`config.mk`:
```
export PLATFORM = sky130hd
export DESIGN_NAME = player_ctrl_param_flat
export DESIGN_NICKNAME = d
export VERILOG_FILES = /design/src/rtl/player_ctrl_param_if.sv /design/src/rtl/player_ctrl_param.sv /design/src/flat_wrapper.sv
export SDC_FILE = /design/constraint.sdc
export NUM_CORES = 1
export LEC_CHECK = 0
export CORE_ASPECT_RATIO = 1.5
export CORE_MARGIN = 8
export CORE_UTILIZATION = 45
export CTS_CLUSTER_DIAMETER = 40
export CTS_CLUSTER_SIZE = 24
export DETAILED_ROUTE_END_ITERATION = 10
export GPL_TIMING_DRIVEN = 0
export PLACE_DENSITY = 0.72
export SLEW_MARGIN = 20
export SYNTH_ARGS = -nofsm -noshare
export SYNTH_HDL_FRONTEND = slang
export SYNTH_SLANG_ARGS = --single-unit
```
`constraint.sdc`:
```
create_clock -name clk -period 3 [get_ports clk]
set_clock_uncertainty 0.1 [all_clocks]
set_input_delay 0.6 -clock clk [delete_from_list [all_inputs] [get_ports clk]]
set_output_delay 0.6 -clock clk [all_outputs]
set_load 0.01 [all_outputs]
```
`src/rtl/player_ctrl_param_if.sv`:
```
// Bundle of the frame-paced player controller's game-side signals.
// The controller drives the entity words and flags; the game top drives buttons, tick and hit.
interface player_ctrl_param_if #(
  parameter int COORD_W  = 4,
  parameter int HEALTH_W = 2
);
  localparam int EW = 6 + 2 * COORD_W;

  // No valid/ready pairs here: frame_tick and hit are single-cycle strobes
  // sampled on every clk edge, buttons are levels, outputs are registered levels.
  logic                frame_tick;
  logic                up;
  logic                down;
  logic                left;
  logic                right;
  logic                A;
  logic                B;
  logic                hit;
  logic [EW-1:0]       player;
  logic [EW-1:0]       sword;
  logic [HEALTH_W-1:0] player_health;
  logic                attacking;
  logic                dead;
  logic [1:0]          state_dbg;

  modport master (
    output frame_tick, up, down, left, right, A, B, hit,
    input  player, sword, player_health, attacking, dead, state_dbg
  );

  modport slave (
    input  frame_tick, up, down, left, right, A, B, hit,
    output player, sword, player_health, attacking, dead, state_dbg
  );
endinterface

```
`src/rtl/player_ctrl_param.sv`:
```
// Tile-grid player controller: movement with cooldown, timed sword attacks,
// damage with invulnerability window and a sticky dead state.
module player_ctrl_param #(
  parameter int         GRID_W        = 16,
  parameter int         GRID_H        = 12,
  parameter int         COORD_W       = 4,
  parameter int         HEALTH_W      = 2,
  parameter int         MAX_HEALTH    = 3,
  parameter int         MOVE_COOLDOWN = 4,
  parameter int         ATTACK_FRAMES = 3,
  parameter int         INVULN_FRAMES = 8,
  parameter int         START_X       = 7,
  parameter int         START_Y       = 5,
  parameter logic [3:0] PLAYER_ID     = 4'd2,
  parameter logic [3:0] SWORD_ID      = 4'd1,
  parameter logic [3:0] HIDDEN_ID     = 4'hF
) (
  input logic               clk,
  input logic               reset,
  player_ctrl_param_if.slave bus
);

  localparam int EW   = 6 + 2 * COORD_W;
  localparam int MC_W = (MOVE_COOLDOWN > 2) ? $clog2(MOVE_COOLDOWN) : 1;
  localparam int AT_W = (ATTACK_FRAMES > 2) ? $clog2(ATTACK_FRAMES) : 1;
  localparam int IV_W = $clog2(INVULN_FRAMES + 1);

  localparam logic [COORD_W:0]    C_ONE    = (COORD_W+1)'(1);
  localparam logic [COORD_W:0]    GRID_W_C = (COORD_W+1)'(GRID_W);
  localparam logic [COORD_W:0]    GRID_H_C = (COORD_W+1)'(GRID_H);
  localparam logic [COORD_W-1:0]  X_RST    = COORD_W'(START_X);
  localparam logic [COORD_W-1:0]  Y_RST    = COORD_W'(START_Y);
  localparam logic [HEALTH_W-1:0] H_RST    = HEALTH_W'(MAX_HEALTH);
  localparam logic [HEALTH_W-1:0] H_ONE    = HEALTH_W'(1);
  localparam logic [MC_W-1:0]     MC_LOAD  = MC_W'(MOVE_COOLDOWN - 1);
  localparam logic [MC_W-1:0]     MC_ONE   = MC_W'(1);
  localparam logic [AT_W-1:0]     AT_LOAD  = AT_W'(ATTACK_FRAMES - 1);
  localparam logic [AT_W-1:0]     AT_ONE   = AT_W'(1);
  localparam logic [IV_W-1:0]     IV_LOAD  = IV_W'(INVULN_FRAMES);
  localparam logic [IV_W-1:0]     IV_ONE   = IV_W'(1);
  localparam logic [EW-1:0]       HIDDEN_W = {HIDDEN_ID, 2'b01, {(2*COORD_W){1'b0}}};

  localparam logic [1:0] O_UP    = 2'b00;
  localparam logic [1:0] O_RIGHT = 2'b01;
  localparam logic [1:0] O_DOWN  = 2'b10;
  localparam logic [1:0] O_LEFT  = 2'b11;

  typedef enum logic [1:0] {
    ST_IDLE   = 2'd0,
    ST_ATTACK = 2'd1,
    ST_DEAD   = 2'd2
  } state_e;

  typedef struct packed {
    logic               ok;
    logic [COORD_W-1:0] x;
    logic [COORD_W-1:0] y;
  } pos_t;

  // Neighbouring tile in direction o; ok is low when it would leave the grid.
  function automatic pos_t step_pos(input logic [1:0] o,
                                    input logic [COORD_W-1:0] px,
                                    input logic [COORD_W-1:0] py);
    logic [COORD_W:0] wx;
    logic [COORD_W:0] wy;
    pos_t             r;
    wx   = {1'b0, px};
    wy   = {1'b0, py};
    r.ok = 1'b1;
    case (o)
      O_UP:    begin r.ok = (py != '0); wy = wy - C_ONE; end
      O_RIGHT: begin wx = wx + C_ONE; r.ok = (wx < GRID_W_C); end
      O_DOWN:  begin wy = wy + C_ONE; r.ok = (wy < GRID_H_C); end
      default: begin r.ok = (px != '0); wx = wx - C_ONE; end
    endcase
    r.x = wx[COORD_W-1:0];
    r.y = wy[COORD_W-1:0];
    return r;
  endfunction

  state_e              state_q,    state_d;
  logic [COORD_W-1:0]  x_q,        x_d;
  logic [COORD_W-1:0]  y_q,        y_d;
  logic [1:0]          orient_q,   orient_d;
  logic [EW-1:0]       sword_q,    sword_d;
  logic [HEALTH_W-1:0] health_q,   health_d;
  logic [MC_W-1:0]     move_cnt_q, move_cnt_d;
  logic [AT_W-1:0]     atk_cnt_q,  atk_cnt_d;
  logic [IV_W-1:0]     inv_cnt_q,  inv_cnt_d;
  logic                ab_prev_q,  ab_prev_d;

  logic       ab_now;
  logic       atk_req;
  logic       dir_pressed;
  logic [1:0] dir_o;
  pos_t       mv;
  pos_t       ahead;

  always_comb begin
    ab_now      = bus.A | bus.B;
    atk_req     = ab_now & ~ab_prev_q;
    dir_pressed = bus.up | bus.down | bus.left | bus.right;
    if (bus.up)        dir_o = O_UP;
    else if (bus.down) dir_o = O_DOWN;
    else if (bus.left) dir_o = O_LEFT;
    else               dir_o = O_RIGHT;
    mv    = step_pos(dir_o, x_q, y_q);
    ahead = step_pos(orient_q, x_q, y_q);
  end

  always_comb begin
    state_d    = state_q;
    x_d        = x_q;
    y_d        = y_q;
    orient_d   = orient_q;
    sword_d    = sword_q;
    health_d   = health_q;
    move_cnt_d = move_cnt_q;
    atk_cnt_d  = atk_cnt_q;
    inv_cnt_d  = inv_cnt_q;
    ab_prev_d  = ab_prev_q;

    if (state_q != ST_DEAD) begin
      if (health_q == '0) begin
        // Death wins over whatever the tick would have done this cycle.
        state_d = ST_DEAD;
        sword_d = HIDDEN_W;
      end else begin
        if (bus.frame_tick) begin
          ab_prev_d = ab_now;
          if (inv_cnt_q != '0) inv_cnt_d = inv_cnt_q - IV_ONE;
          case (state_q)
            ST_IDLE: begin
              if (atk_req) begin
                state_d   = ST_ATTACK;
                atk_cnt_d = AT_LOAD;
                sword_d   = ahead.ok ? {SWORD_ID, orient_q, ahead.x, ahead.y} : HIDDEN_W;
              end else if (dir_pressed && move_cnt_q == '0) begin
                // Turning and the cooldown happen even against a wall.
                orient_d   = dir_o;
                move_cnt_d = MC_LOAD;
                if (mv.ok) begin
                  x_d = mv.x;
                  y_d = mv.y;
                end
              end else if (move_cnt_q != '0) begin
                move_cnt_d = move_cnt_q - MC_ONE;
              end
            end
            ST_ATTACK: begin
              if (move_cnt_q != '0) move_cnt_d = move_cnt_q - MC_ONE;
              if (atk_cnt_q == '0) begin
                state_d = ST_IDLE;
                sword_d = HIDDEN_W;
              end else begin
                atk_cnt_d = atk_cnt_q - AT_ONE;
              end
            end
            default: ;
          endcase
        end
        // health_q is nonzero on this path, so the decrement cannot wrap.
        if (bus.hit && inv_cnt_q == '0) begin
          health_d  = health_q - H_ONE;
          inv_cnt_d = IV_LOAD;
        end
      end
    end
  end

  always_ff @(posedge clk or posedge reset) begin
    if (reset) begin
      state_q    <= ST_IDLE;
      x_q        <= X_RST;
      y_q        <= Y_RST;
      orient_q   <= O_RIGHT;
      sword_q    <= HIDDEN_W;
      health_q   <= H_RST;
      move_cnt_q <= '0;
      atk_cnt_q  <= '0;
      inv_cnt_q  <= '0;
      ab_prev_q  <= 1'b0;
    end else begin
      state_q    <= state_d;
      x_q        <= x_d;
      y_q        <= y_d;
      orient_q   <= orient_d;
      sword_q    <= sword_d;
      health_q   <= health_d;
      move_cnt_q <= move_cnt_d;
      atk_cnt_q  <= atk_cnt_d;
      inv_cnt_q  <= inv_cnt_d;
      ab_prev_q  <= ab_prev_d;
    end
  end

  assign bus.player        = {PLAYER_ID, orient_q, x_q, y_q};
  assign bus.sword         = sword_q;
  assign bus.player_health = health_q;
  assign bus.attacking     = (state_q == ST_ATTACK);
  assign bus.dead          = (state_q == ST_DEAD);
  assign bus.state_dbg     = state_q;

endmodule

```
`src/flat_wrapper.sv`:
```
// flat-port wrapper written by rule: the top's interface ports become plain ports
module player_ctrl_param_flat 
#(
  parameter int         GRID_W        = 16,
  parameter int         GRID_H        = 12,
  parameter int         COORD_W       = 4,
  parameter int         HEALTH_W      = 2,
  parameter int         MAX_HEALTH    = 3,
  parameter int         MOVE_COOLDOWN = 4,
  parameter int         ATTACK_FRAMES = 3,
  parameter int         INVULN_FRAMES = 8,
  parameter int         START_X       = 7,
  parameter int         START_Y       = 5,
  parameter logic [3:0] PLAYER_ID     = 4'd2,
  parameter logic [3:0] SWORD_ID      = 4'd1,
  parameter logic [3:0] HIDDEN_ID     = 4'hF
)
  (clk, reset, bus_frame_tick, bus_up, bus_down, bus_left, bus_right, bus_A, bus_B, bus_hit, bus_player, bus_sword, bus_player_health, bus_attacking, bus_dead, bus_state_dbg);
  player_ctrl_param_if #(.COORD_W(COORD_W), .HEALTH_W(HEALTH_W)) bus_i ();
  input logic clk;
  input logic reset;
  input wire logic [$bits(bus_i.frame_tick)-1:0] bus_frame_tick;
  input wire logic [$bits(bus_i.up)-1:0] bus_up;
  input wire logic [$bits(bus_i.down)-1:0] bus_down;
  input wire logic [$bits(bus_i.left)-1:0] bus_left;
  input wire logic [$bits(bus_i.right)-1:0] bus_right;
  input wire logic [$bits(bus_i.A)-1:0] bus_A;
  input wire logic [$bits(bus_i.B)-1:0] bus_B;
  input wire logic [$bits(bus_i.hit)-1:0] bus_hit;
  output wire logic [$bits(bus_i.player)-1:0] bus_player;
  output wire logic [$bits(bus_i.sword)-1:0] bus_sword;
  output wire logic [$bits(bus_i.player_health)-1:0] bus_player_health;
  output wire logic [$bits(bus_i.attacking)-1:0] bus_attacking;
  output wire logic [$bits(bus_i.dead)-1:0] bus_dead;
  output wire logic [$bits(bus_i.state_dbg)-1:0] bus_state_dbg;
  assign bus_i.frame_tick = bus_frame_tick;
  assign bus_i.up = bus_up;
  assign bus_i.down = bus_down;
  assign bus_i.left = bus_left;
  assign bus_i.right = bus_right;
  assign bus_i.A = bus_A;
  assign bus_i.B = bus_B;
  assign bus_i.hit = bus_hit;
  assign bus_player = bus_i.player;
  assign bus_sword = bus_i.sword;
  assign bus_player_health = bus_i.player_health;
  assign bus_attacking = bus_i.attacking;
  assign bus_dead = bus_i.dead;
  assign bus_state_dbg = bus_i.state_dbg;
  player_ctrl_param #(.GRID_W(GRID_W), .GRID_H(GRID_H), .COORD_W(COORD_W), .HEALTH_W(HEALTH_W), .MAX_HEALTH(MAX_HEALTH), .MOVE_COOLDOWN(MOVE_COOLDOWN), .ATTACK_FRAMES(ATTACK_FRAMES), .INVULN_FRAMES(INVULN_FRAMES), .START_X(START_X), .START_Y(START_Y), .PLAYER_ID(PLAYER_ID), .SWORD_ID(SWORD_ID), .HIDDEN_ID(HIDDEN_ID)) u_core (.clk(clk), .reset(reset), .bus(bus_i));
endmodule
```
## Word-level counts from Yosys, hierarchy flattened

Index checks and enable logic that the tools add are counted.

- Bits in registers: 37
- Output and inout port bits: 34
- Logic and storage cells: 101

- $add $sub $neg: 8
- $lt $le $gt $ge: 2
- Eq/ne operators: 12
- Mux-type cells: 30
- Bitwise operators: 9
- Reductions and logical operators: 30

Operator list:

| operator | count |
|---|---|
| two-way mux 14 bit | 5 |
| one-hot mux 4 bit (2 select lines) | 4 |
| one-hot mux 14 bit (2 select lines) | 1 |
| two-way mux 2 bit | 12 |
| AND reduction 8 bit | 2 |
| zero test 2 bit | 6 |
| two-way mux 4 bit | 3 |
| one-hot mux 2 bit (2 select lines) | 3 |
| AND reduction 6 bit | 2 |
| nonzero test 2 bit | 6 |
| nonzero test 4 bit | 3 |
| subtractor 4 x 1 -> 4 bit (second input constant) | 3 |
| adder 4 x 1 -> 5 bit (second input constant) | 2 |
| AND reduction 5 bit | 2 |
| == test 2 x 1 -> 1 bit (second input constant) | 3 |
| == test 2 bit (second input constant) | 3 |
| != test 2 bit (second input constant) | 3 |
| != test 3 x 1 -> 1 bit (second input constant) | 2 |
| one-hot mux 1 bit (3 select lines) | 2 |
| AND reduction 3 bit | 2 |
| subtractor 2 x 1 -> 2 bit (second input constant) | 3 |
| < comparator 5 x 4 -> 1 bit (second input constant) | 1 |
| < comparator 5 bit (second input constant) | 1 |
| zero test 4 bit | 1 |
| 8 further kinds | 16 |

## Longest topological paths before layout

Gate-level depths: netlist (run 1).

- Word-level depth: 8
- Gate-level depth with buffers: 8
- Gate-level depth less buffers: 7

## Worst setup path before layout (run 1)

Ideal clock, no wire load.

- Path kind: register to register
- Start: reg u_core.x_q[0]
- End: reg u_core.x_q[2]
- Setup time: 0.075 ns
- Arrival: 1.941 ns
- Data required time: 2.825 ns
- Setup slack: 0.885 ns
- Stages on the path, launching flop included: 8
- Buffers on the path: 0
- Period minus slack after synthesis: 2.115 ns
- Path through: dfstp_2 -> inv_1 -> ha_1 -> nor3b_1 -> a2111oi_1 -> nand4b_2 -> nor2_1 -> xor2_1

- Cells in the longest elaborated chain, start to end: 4

RTL lines:

| element | RTL line | text |
|---|---|---|
| from (decl) | player_ctrl_param.sv:82 | `logic [COORD_W-1:0] x_q, x_d;` |
| from (signal assigned) | player_ctrl_param.sv:174 | `x_q <= X_RST;` |
| from (signal assigned) | player_ctrl_param.sv:185 | `x_q <= x_d;` |
| adder 4 x 1 -> 5 bit | player_ctrl_param.sv:72 | `O_RIGHT: begin wx = wx + C_ONE; r.ok = (wx < GRID_W_C); end` |
| < comparator 5 bit | player_ctrl_param.sv:72 |  |
| one-hot mux 1 bit (3 select lines) | player_ctrl_param.sv:70 | `case (o)` |
| AND reduction 8 bit (no line) | - |  |

Parallel ways exist; a longest one is shown, timed or not.
A chain may end at the register's enable or synchronous reset.

## Final worst setup path (run 1)

- Start: reg u_core.state_q[0], in the netlist u_core.bus.state_dbg[0]
- End: out bus_attacking

- Cells in the longest elaborated chain, start to end: 1

RTL lines:

| element | RTL line | text |
|---|---|---|
| from (decl) | player_ctrl_param.sv:81 | `state_e state_q, state_d;` |
| from (signal assigned) | player_ctrl_param.sv:184 | `state_q <= state_d;` |
| == test 2 x 1 -> 1 bit | player_ctrl_param.sv:200 | `assign bus.attacking = (state_q == ST_ATTACK);` |
| to (decl) | flat_wrapper.sv:33 | `output wire logic [$bits(bus_i.attacking)-1:0] bus_attacking;` |

No other way between the ends.

==> impl_metrics.env, run 1 <==
export IMPL_p_total_mw=2.307
export IMPL_cp_required_ps=2300
export IMPL_grt_remaining_overflow=0
export IMPL_grt_pass1_vias=1712
export IMPL_hold_buffers=0
export IMPL_start_util=0.4608
export IMPL_status="completed"
export IMPL_dieArea_um2=7039
export IMPL_grt_max_degree=35
export IMPL_antenna_found_initial=0
export IMPL_peakVddDrop_v=0.0004896
export IMPL_portBuffers=37
export IMPL_synth_most_common_cell="dfrtp_1"
export IMPL_start_kind="flop"
export IMPL_cts_sinks=34
export IMPL_crit_slowest_cell="clkdlybuf4s50_1"
export IMPL_ys_warn_count=0
export IMPL_rsz0062_at_grt="false"
export IMPL_synthFlopType="dfrtp_1"
export IMPL_path_delay_family="buffers and inverters"
export IMPL_insertion_delay_ps=290
export IMPL_die_y_um=98.83
export IMPL_drc_errors=0
export IMPL_setup_tns_ps=0
export IMPL_post_place_ws_ps=394.0
export IMPL_synth_commonest_cells="24 x dfrtp_1, 23 x nor2_1, 22 x nand2_1, 13 x inv_1"
export IMPL_post_cts_setup_buffers=0
export IMPL_slew_violations=0
export IMPL_tritoncts="done"
export IMPL_wl_um=4416
export IMPL_synth_top_area_cell="dfrtp_1"
export IMPL_clk_pin_slew_worst_paths_ps=70
export IMPL_hold_class="reg -> reg"
export IMPL_leakage_nw=1.115
export IMPL_setup_violations=0
export IMPL_cp_arrival_ps=1750
export IMPL_synth_top_cell_area_share=0.2918
export IMPL_hpwl_um=3443
export IMPL_final_nets=287
export IMPL_min_period_ps=2454
export IMPL_syn_area_per_cell_um2=9.271
export IMPL_cts_buffers=5
export IMPL_post_route_period_util=0.8179
export IMPL_grt_pass1_wl_um=7776
export IMPL_drtIter0Drc=88
export IMPL_viasPerCell=5.186
export IMPL_gp_congestion=0.8277
export IMPL_synth_area_um2=2058
export IMPL_worstMarginPinSlew_ps=715.1
export IMPL_ant_nets=0
export IMPL_slew_headroom=0.5226
export IMPL_core_area_um2=4467
export IMPL_hold_viol=0
export IMPL_postCtsResizedCells=0
export IMPL_crit_fanout=9
export IMPL_ys_async_sr_fraction=1.000
export IMPL_crit_buf_inv=1
export IMPL_root_buffer="clkbuf_8"
export IMPL_worstSetupPathType="reg -> out"
export IMPL_crit_path_max_incr_delay_ps=620
export IMPL_syn_to_final_growth_pct=25.90
export IMPL_synth_cells=222
export IMPL_max_freq_ghz=0.4076
export IMPL_setup_ws_ps=546.3
export IMPL_io_pins=44
export IMPL_clock_path_buffers=2
export IMPL_first_pass_iters=5
export IMPL_num_rows=30
export IMPL_crit_chain="nor2b_1, clkdlybuf4s50_1"
export IMPL_antenna_cells=0
export IMPL_globalRouteTotalUtil=0.1355
export IMPL_ys_top_cells_by_area="dfrtp_1 29%, dfstp_2 13%, ha_1 4.9%, nor2_1 4.2%, nand2_1 4.0%"
export IMPL_drv_cap=0
export IMPL_cp_end_kind="output port"
export IMPL_via_count=1649
export IMPL_yosysUniqueCellTypes=48
export IMPL_wire_per_inst_um=13.89
export IMPL_synth_edf_count=0
export IMPL_synth_seq_cells=34
export IMPL_yosysSeqAreaShare=0.4195
export IMPL_die_x_um=71.22
export IMPL_drive_gt1_frac=0.1593
export IMPL_cts_htree_levels=2
export IMPL_powerDensity_nw_per_um2=890.5
[placed cells by master, fill, tap and decap left out, types with 2 or more instances in the layout]
cell type,instances
clkdlybuf4s50_1,37
dfrtp_1,24
nor2_1,23
nand2_1,22
inv_1,12
a21oi_1,11
o31ai_1,11
o21ai_0,10
dfstp_2,10
xor2_1,9
xnor2_1,9
ha_1,8
nor3_1,7
buf_4,7
clkbuf_8,6
conb_1,5
nand3_1,4
buf_2,4
mux2i_1,4
mux2_2,4
nor3b_1,3
clkbuf_1,3
nor2b_1,3
a21boi_0,2
o211ai_1,2
and3_1,2
nand2b_1,2
inv_2,2
and2_1,2
[worst min-delay path, cell delays in order, from the launching register on]
cell     delay [ps]
dfrtp_1         340
nand2_1          50
o31ai_1          50
[kinds of logic (layout without fill, tap and decap cells)]
group                    Yosys count  in the layout  synth area share
AO/OA/AOI/OAI                     45             45            0.1429
XOR/XNOR                          18             18           0.07660
adder cells (fa/ha/maj)            8              8           0.04863
buffers and inverters             30             75           0.07416
flip-flops                        34             34            0.4195
multiplexers                       8              8           0.04134
other                              2              5          0.003649
AND/OR/NAND/NOR                   77             77            0.1933
[area by class of cell]
cell class	instances	area, µm²
clock inverters	1	5.005
flip-flops and latches	34	863.3
clock buffers	7	86.33
repair buffers	37	370.4
well taps	48	60.06
inverters	14	52.55
fillers	416	1876
multi-input cells	161	1054
plain buffers	16	100.1
[sequential cells by signal (all words and copies together) (netlist names)]
| signal | flops |
|---|---|
| u_core.ab_prev_q | 1 |
| u_core.atk_cnt_q | 2 |
| u_core.bus.player_health | 2 |
| u_core.bus.state_dbg | 2 |
| u_core.bus.sword | 11 |
| u_core.inv_cnt_q | 4 |
| u_core.move_cnt_q | 2 |
| u_core.orient_q | 2 |
| u_core.x_q | 4 |
| u_core.y_q | 4 |
[layer usage]
metal | up-vias | track usage | part of all wire
li1 | 843 | - | -
met1 | 771 | 0.1498 | 0.43
met2 | 28 | 0.2351 | 0.52
met3 | 7 | 0.02947 | 0.035
met4 | 0 | 0.06763 | 0.020
met5 | - | 0 | 0
[per-stage QoR]
step | utilization | hold slack (ps) | area, µm² | std cells
5_1_grt | 0.5801 | 410.7 | 2591 | 318
3_5_place_dp | 0.5597 | 368.3 | 2500 | 310
3_3_place_gp | 0.5597 | 362.4 | 2500 | 310
2_1_floorplan | - | 344.2 | 2069 | 225
4_1_cts | 0.5801 | 384.4 | 2591 | 318
6_report | 0.5801 | 376.8 | 2591 | 318
[where the power goes]
| part | internal [mW] | switching, mW | total, mW |
|---|---|---|---|
| clock network | 0.185 | 0.166 | 0.351 |
| registers | 0.671 | 0.166 | 0.838 |
| logic | 0.575 | 0.544 | 1.12 |
| total | 1.43 | 0.876 | 2.31 |
[path summary, 6_finish.rpt]
kind	start	to	slack [ps]	depth (start not counted)
min reg2reg	u_core.bus.sword[0]$_DFFE_PP0P_	u_core.bus.sword[0]$_DFFE_PP0P_	380	2
max	u_core.bus.state_dbg[0]$_DFFE_PP0P_	bus_attacking	550	2
max reg2reg	u_core.bus.player_health[0]$_DFFE_PP1P_	u_core.x_q[2]$_DFFE_PP1P_	640	8
min in group asynchronous	reset	u_core.bus.sword[4]$_DFFE_PP0P_	650	2
min	u_core.bus.sword[0]$_DFFE_PP0P_	u_core.bus.sword[0]$_DFFE_PP0P_	380	2
max in group asynchronous	reset	u_core.y_q[3]$_DFFE_PP0P_	1690	2
(Power assumes the default switching activity.)
==> run 2: changes to the inputs <==
Clock period 3 ns to 2.6 ns, I/O delays scaled along.
==> results of run 2 <==
The final DEF is identical to that of run 1. Status: completed.
Main changes from that run: setup slack after placement 394.0 ps -> 74.02 ps; setup slack after layout 546.3 ps -> 226.3 ps; register-to-register setup slack 640 ps -> 240 ps; total power 2.307 mW -> 2.662 mW; worst IR drop on VDD 0.0004896 V -> 0.0005649 V
